==> config.mk <==
export PLATFORM = sky130hd
export DESIGN_NAME = uart_rx_os16
export DESIGN_NICKNAME = d
export VERILOG_FILES = /design/src/rtl/uart_rx_os16.sv
export SDC_FILE = /design/constraint.sdc
export NUM_CORES = 1
export LEC_CHECK = 0
export CORE_MARGIN = 3
export CORE_UTILIZATION = 25
export DETAILED_ROUTE_END_ITERATION = 7
export PLACE_DENSITY_LB_ADDON = 0.1
export RECOVER_POWER = 50
export REMOVE_ABC_BUFFERS = 1
export SYNTH_ARGS = -nofsm -noshare
export SYNTH_HDL_FRONTEND = slang
export SYNTH_SLANG_ARGS = --single-unit
export TNS_END_PERCENT = 50
==> constraint.sdc <==
create_clock -name clk -period 2.8 [get_ports clk]
set_clock_uncertainty 0.2 [all_clocks]
set_input_delay 0.28 -clock clk [delete_from_list [all_inputs] [get_ports clk]]
set_output_delay 0.28 -clock clk [all_outputs]
set_load 0.01 [all_outputs]
==> src/rtl/uart_rx_os16.sv <==
// uart_rx_os16: 8N1 UART receiver with 16x oversampling and 3-sample majority vote.
// The rx pin is synchronised, and bit timing is phase-locked to the detected start edge.
// A framing error or reset sends the receiver to HUNT. It then waits for 16 idle ticks
// before it accepts another start edge.
module uart_rx_os16 #(
  parameter int CLK_FREQ   = 50_000_000,
  parameter int BAUD_RATE  = 9600,
  parameter int OVERSAMPLE = 16
) (
  input  logic       clk,
  input  logic       reset,
  input  logic       rx,
  output logic [7:0] rx_data,
  output logic       rx_done,
  output logic       frame_err,
  output logic       rx_busy
);

  localparam int DIV_RAW = CLK_FREQ / (BAUD_RATE * OVERSAMPLE);
  localparam int DIV     = (DIV_RAW < 1) ? 1 : DIV_RAW;
  localparam int PW      = (DIV > 1) ? $clog2(DIV) : 1;
  localparam logic [PW-1:0] PRESC_MAX = PW'(DIV - 1);

  typedef enum logic [2:0] {HUNT, IDLE, START, DATA, STOP} state_t;

  state_t        state_q, state_d;
  logic          sync1_q, sync2_q, rx_s;
  logic [PW-1:0] presc_q, presc_d;
  logic          os_tick;
  logic [3:0]    tc_q, tc_d;
  logic          v7_q, v7_d, v8_q, v8_d;
  logic          maj, decide, hunt_done;
  logic [2:0]    bit_idx_q, bit_idx_d;
  logic [7:0]    shift_q, shift_d;
  logic [7:0]    rx_data_q, rx_data_d;
  logic          done_q, done_d, ferr_q, ferr_d;

  // Two-flop synchronizer; idles high so reset never looks like a start edge
  always_ff @(posedge clk or posedge reset) begin
    if (reset) begin
      sync1_q <= 1'b1;
      sync2_q <= 1'b1;
    end else begin
      sync1_q <= rx;
      sync2_q <= sync1_q;
    end
  end

  assign rx_s      = sync2_q;
  assign os_tick   = (presc_q == PRESC_MAX);
  // The vote is decided on the third sample tick, using the live sample as the third vote
  assign decide    = os_tick && (tc_q == 4'd9);
  assign maj       = (v7_q & v8_q) | (v7_q & rx_s) | (v8_q & rx_s);
  assign hunt_done = os_tick && rx_s && (tc_q == 4'd15);

  // FSM state register
  always_ff @(posedge clk or posedge reset) begin
    if (reset) state_q <= HUNT;
    else       state_q <= state_d;
  end

  // FSM next-state logic
  always_comb begin
    state_d = state_q;
    case (state_q)
      HUNT:  if (hunt_done) state_d = IDLE;
      IDLE:  if (!rx_s) state_d = START;
      START: if (decide) state_d = maj ? IDLE : DATA;
      DATA:  if (decide && (bit_idx_q == 3'd7)) state_d = STOP;
      STOP:  if (decide) state_d = maj ? IDLE : HUNT;
      default: state_d = HUNT;
    endcase
  end

  // FSM outputs: busy flag and next values of the registered result outputs
  always_comb begin
    rx_busy   = (state_q == START) || (state_q == DATA) || (state_q == STOP);
    done_d    = (state_q == STOP) && decide && maj;
    ferr_d    = (state_q == STOP) && decide && !maj;
    rx_data_d = done_d ? shift_q : rx_data_q;
  end

  // Datapath next state: prescaler, tick counter, vote samples, shift register
  always_comb begin
    presc_d   = os_tick ? '0 : presc_q + PW'(1);
    tc_d      = tc_q;
    v7_d      = v7_q;
    v8_d      = v8_q;
    bit_idx_d = bit_idx_q;
    shift_d   = shift_q;
    case (state_q)
      HUNT: begin
        // tc counts consecutive high ticks here; any low restarts the count
        if (os_tick) tc_d = (!rx_s || (tc_q == 4'd15)) ? 4'd0 : tc_q + 4'd1;
      end
      IDLE: begin
        tc_d = 4'd0;
        // Re-phase the prescaler to the start edge
        if (!rx_s) presc_d = '0;
      end
      START, DATA, STOP: begin
        // tc wraps 15->0, so bit boundaries stay every 16 ticks from the edge
        if (os_tick) tc_d = tc_q + 4'd1;
        if (os_tick && (tc_q == 4'd7)) v7_d = rx_s;
        if (os_tick && (tc_q == 4'd8)) v8_d = rx_s;
        if (decide) begin
          if (state_q == START) bit_idx_d = 3'd0;
          if (state_q == DATA) begin
            shift_d[bit_idx_q] = maj;
            bit_idx_d          = bit_idx_q + 3'd1;
          end
          if (state_q == STOP) tc_d = 4'd0;
        end
      end
      default: tc_d = 4'd0;
    endcase
  end

  // Datapath and output registers
  always_ff @(posedge clk or posedge reset) begin
    if (reset) begin
      presc_q   <= '0;
      tc_q      <= 4'd0;
      v7_q      <= 1'b1;
      v8_q      <= 1'b1;
      bit_idx_q <= 3'd0;
      shift_q   <= 8'h00;
      rx_data_q <= 8'h00;
      done_q    <= 1'b0;
      ferr_q    <= 1'b0;
    end else begin
      presc_q   <= presc_d;
      tc_q      <= tc_d;
      v7_q      <= v7_d;
      v8_q      <= v8_d;
      bit_idx_q <= bit_idx_d;
      shift_q   <= shift_d;
      rx_data_q <= rx_data_d;
      done_q    <= done_d;
      ferr_q    <= ferr_d;
    end
  end

  assign rx_data   = rx_data_q;
  assign rx_done   = done_q;
  assign frame_err = ferr_q;

endmodule

## After elaboration in Yosys (flattened, before gate mapping)

Index checks and enable logic that the tools add are counted.

- Multiplexer cells: 22
- Order comparisons: 2
- Bitwise gates (word level): 5
- Reductions and logical operators: 23
- Add/sub/neg operators: 3
- Eq/ne operators: 16

Operators by type and width:

| cell | number |
|---|---|
| $mux W9 | 3 |
| $mux W3 | 7 |
| $mux W4 | 5 |
| $pmux W3 S5 | 1 |
| $eq A4 B4 Y1 const B | 3 |
| $ne A2 B2 Y1 const B | 6 |
| $logic_and A1 B1 Y1 | 10 |
| $add A9 B1 Y9 const B | 1 |
| $eq A9 B9 Y1 const B | 1 |
| $bwmux W8 | 1 |
| $pmux W4 S2 | 1 |
| $eq A3 B2 Y1 const B | 2 |
| $eq A3 B3 Y1 const B | 2 |
| $reduce_and A3 Y1 | 2 |
| $reduce_and A5 Y1 | 1 |
| $add A4 B1 Y4 const B | 1 |
| $eq A4 B3 Y1 const B | 1 |
| $lt A3 B4 Y1 const B | 1 |
| $reduce_and A2 Y1 | 2 |
| $add A3 B1 Y3 const B | 1 |
| $and A1 B1 Y1 | 3 |
| $demux W1 S3 | 1 |
| $eq A3 B1 Y1 const B | 1 |
| $ge A3 B1 Y1 const B | 1 |
| other kinds (8) | 13 |

- Register bits after elaboration: 41
- Word-level logic and storage cells: 83
- Output and inout port bits: 11
- Input bits: 3

## Longest topological paths before layout

- Depth after elaboration: 6
- Mapped depth: 7
- Mapped depth without buffers: 6

## Worst setup path before layout

No wires, ideal clock.

- Path type: reg-to-reg
- Start point: reg presc_q[4]
- End point: reg rx_data_q[0] (netlist: rx_data[0])
- Data required time: 2475 ps
- Clock period less this slack: 2121 ps
- Library setup time: 125 ps
- Setup slack: 679 ps
- Arrival time: 1796 ps
- Cell stages (with the launch flop): 6
- Buffers on the path: 1
- Cell sequence: dfrtp_1 or4b_4 nor3_4 and3_1 buf_6 mux2_4

- Longest elaborated chain between the ends: 4

RTL lines:

| element | RTL line | source |
|---|---|---|
| start, declared | 28 | `logic [PW-1:0] presc_q, presc_d;` |
| start signal, assigned | 132 | `presc_q <= presc_d;` |
| $eq A9 B9 Y1 | 50 | `assign os_tick = (presc_q == PRESC_MAX);` |
| $logic_and A1 B1 Y1 | 52 | `assign decide = os_tick && (tc_q == 4'd9);` |
| $logic_and A1 B1 Y1 (2 in series) | 78 | `done_d = (state_q == STOP) && decide && maj;` |
| via done_d | 36 | `logic done_q, done_d, ferr_q, ferr_d;` |
| end signal, assigned | 138 | `rx_data_q <= rx_data_d;` |
| end, declared | 35 | `logic [7:0] rx_data_q, rx_data_d;` |

The timed path passes the listed nets, and every way through them passes these cells.
A chain may end at the register's enable or synchronous reset.

## Worst setup path after layout

- Start point: reg state_q[2]
- End point: out rx_busy

- Longest elaborated chain between the ends: 3
- Elaborated cells on any way between the ends: 5
- Classes of those cells: eq/ne (3); reduce/logical (2)

RTL lines:

| element | RTL line | source |
|---|---|---|
| start, declared | 26 | `state_t state_q, state_d;` |
| start signal, assigned | 59 | `else state_q <= state_d;` |
| $eq A3 B2 Y1 | 77 | `rx_busy = (state_q == START) \|\| (state_q == DATA) \|\| (state_q == STOP);` |
| $logic_or A1 B1 Y1 | 77 |  |
| $logic_or A1 B1 Y1 (*) | 77 |  |
| end, declared | 16 | `output logic rx_busy` |

Every way passes the cells marked *; elsewhere a longest branch is shown, timed or not.

==> impl_metrics.csv <==
group,metric,value,unit
timing,hold_viol,0,
clocking,cts_tree,"built",
worst_setup_path,cp_max_fo,13,
timing,setup_viol,0,
finish,antenna_cells,0,
grt,grt_pass1_vias,1476,
grt,grt_pass1_wl,7590,um
flow_run,max_cap_viol_count,0,
finish,fill_cells,825,
clocking,worst_skew_pair.late_latency,0.29,ns
timing,fmax,0.411,GHz
worst_setup_path,worst-setup-path-type,"reg -> out",
floorplanning,num_rows,32,
finish,regArea,0.00103,sq mm
timing,min_period,2.43,ns
logic_synthesis,synth_edf_count,0,
grt,antenna_found_initial,0,
power_and_ir_drop,power.density,443,mW/mm^2
hold_path,holdPathStages,0,
clocking,cts_setup_buffers,0,
logic_synthesis,yosysSeqAreaShare,49.1,%
logic_synthesis,ys_seq_elements,41,
clocking,cts-root-buf,"clkbuf_8",
routing,wire_per_inst,14.3,um
logic_synthesis,async_flop_share,100,%
routing,via_per_inst,4.55,
timing,slew_violations,0,
finish,area_growth_syn_to_layout,16.7,%
worst_setup_path,cp.required,2.32,ns
worst_setup_path,cp-start-kind,"flop",
clocking,clkSinkCount,41,
timing,worst_pin_slew,1.06,ns
worst_setup_path,critPathCaptureType,"output port",
clocking,h-tree-depth,2,
logic_synthesis,yosys_warnings,0,
floorplanning,pin_count,14,
floorplanning,core_area,0.00793,sq mm
finish,drive_gt1_share,19.1,%
timing,rsz0062_at_grt,"false",
placement,place_hpwl,3090,um
clocking,cts_buffers,5,
routing,initialDrtViolationCount,93,
finish,stdcell_area,0.00245,sq mm
floorplanning,start_util,26.5,%
placement,gp_congestion,0.820,
worst_setup_path,startpoint,"state_q[2]",
logic_synthesis,syn-cell-area,0.00210,sq mm
floorplanning,chipHeight,97.6,um
timing,fin_setup_tns,0,ns
power_and_ir_drop,peakVddDrop,0.146,mV
logic_synthesis,synth_cells,185,
finish,multi_input_area,976,sq um
worst_setup_path,regToRegEndpoint,"shift_q[6]",
worst_setup_path,worst_r2r_path_depth,7,
clocking,clkTransAtPathRegs,0.07,ns
placement,dp_slack,0.494,ns
power_and_ir_drop,p_leak,1.06,nW
routing,post-route-drc-count,0,
worst_setup_path,worstSetupEndpoint,"rx_busy",
timing,fin_crit_sh,87.0,%
clocking,postCtsHoldBufs,0,
placement,port_buffers,13,
floorplanning,die_w,97.6,um
placement,place_area,0.00234,sq mm
timing,maxSlewHeadroom,29.5,%
routing,drt_wl_total,4380,um
logic_synthesis,synth.distinct_cells,48,
logic_synthesis,synthFlopType,"dfrtp_1",
logic_synthesis,synth.avg_cell_area,11.3,sq um
clocking,cts_resized,0,
grt,grt_max_degree,42,
routing,via_count,1391,
worst_setup_path,r2r_start,"presc_q[0]",
worst_setup_path,cp.arrival,1.95,ns
worst_setup_path,r2r_slack,0.50,ns
routing,dr.pass1.iters,4,
clocking,cts_buffer_depth,2,
grt,grt_overflow_total,0,
floorplanning,dieArea,0.00953,sq mm
status,status,"finished clean",
grt,track_usage,9.80,%
timing,final.setup.worst_slack,0.365,ns
routing,ant_nets,0,
finish,utilization,30.9,%
hold_path,hold_path.class,"reg -> reg",
finish,finalNetCount,213,
layout make-up:
type / count / share of cell area, %
flip-flops and latches: 41 / 42.1
multi-input cells: 126 / 39.9
repair buffers: 18 / 6.74
well taps: 102 / 5.21
clock buffers: 6 / 2.96
inverters: 11 / 1.69
clock inverters: 2 / 1.43
synth_stat cells, drive strengths merged (2+ instances only):
cell / number / area share [%]
dfrtp: 37 / 44
mux2: 18 / 11
nor2: 16 / 2.9
nand2: 13 / 2.3
inv: 11 / 2.0
nand3: 8 / 1.9
nor3: 8 / 2.4
ha: 7 / 4.2
xor2: 6 / 2.5
buf: 5 / 2.0
nor4: 5 / 2.1
dfstp: 4 / 5.0
nand4: 4 / 1.2
mux2i: 3 / 1.4
nand2b: 3 / 0.89
o21ai: 3 / 0.72
o31ai: 3 / 1.1
xnor2: 3 / 1.3
and3: 2 / 0.66
and3b: 2 / 0.83
and4: 2 / 0.89
clkbuf: 2 / 0.36
nand3b: 2 / 0.72
nor4b: 2 / 1.1
o22ai: 2 / 0.60
power breakdown:
group | switching [mW] | leakage (nW) | internal, mW
logic | 0.0144 | 0.459 | 0.00367
clock network | 0.206 | 0.0552 | 0.265
registers | 0.00113 | 0.544 | 0.594
cells by family after synthesis:
logic type	Yosys count	share of synthesized area (%)
compound gates	16	5.43
xor+xnor	9	3.76
fa+ha+maj	8	4.65
buf+inv	18	4.35
flops	41	49.1
mux	21	12.5
simple gates	72	20.2
stage by stage:
step / total power [mW] / hold WS (ns) / cells
final: 1.08 / 0.162 / 306
after global routing: 1.14 / 0.168 / 306
after CTS: 1.11 / 0.162 / 306
after detailed placement: 0.627 / 0.150 / 298
after global placement: 0.627 / 0.148 / 298
after floorplan: 0.617 / 0.0845 / 178
registers in the layout, summed over array words and instances (netlist names):
register,count
presc_q,9
rx_data,8
shift_q,8
tc_q,4
bit_idx_q,3
state_q,3
frame_err,1
rx_done,1
rx_s,1
sync1_q,1
v7_q,1
v8_q,1
worst min path at each step:
| stage | startpoint | to | slack (ns) |
|---|---|---|---|
| floorplan | rx | sync1_q | 0.08 |
| global placement | sync1_q | rx_s | 0.15 |
| detailed placement | sync1_q | rx_s | 0.15 |
| CTS | sync1_q | rx_s | 0.16 |
| global route | sync1_q | rx_s | 0.17 |
| finish | sync1_q | rx_s | 0.16 |
critical path, cell delays in order (launching register included):
cell	delay, ns
dfrtp_1	0.59
nor3b_1	0.34
nor2_1	0.14
inv_1	0.08
clkdlybuf4s50_1	0.53
layout by cell type (no fill, tap or decap), types with 2 or more instances in the layout:
cell type / n
dfrtp_1: 37
nor2_1: 16
nand2_1: 13
inv_1: 11
clkdlybuf4s50_1: 9
nand3_1: 8
mux2_4: 8
mux2_2: 8
nor3_1: 7
ha_1: 7
xor2_1: 6
clkbuf_8: 5
nand4_1: 4
dlygate4sd3_1: 4
buf_4: 4
dfstp_2: 4
nand2b_1: 3
o31ai_1: 3
mux2i_1: 3
xnor2_1: 3
nor4_1: 3
o21ai_0: 3
and3b_1: 2
nand3b_1: 2
mux2_1: 2
o22ai_1: 2
nor4_2: 2
layer usage:
metal	vias to the layer above	track usage [%]	routed length, um
met2	15	16.1	2160
met1	685	12.6	2020
met5	-	0	0
met3	5	2.23	131
li1	686	-	-
met4	0	3.30	62
Note: power is estimated with default switching activity, not from simulation.
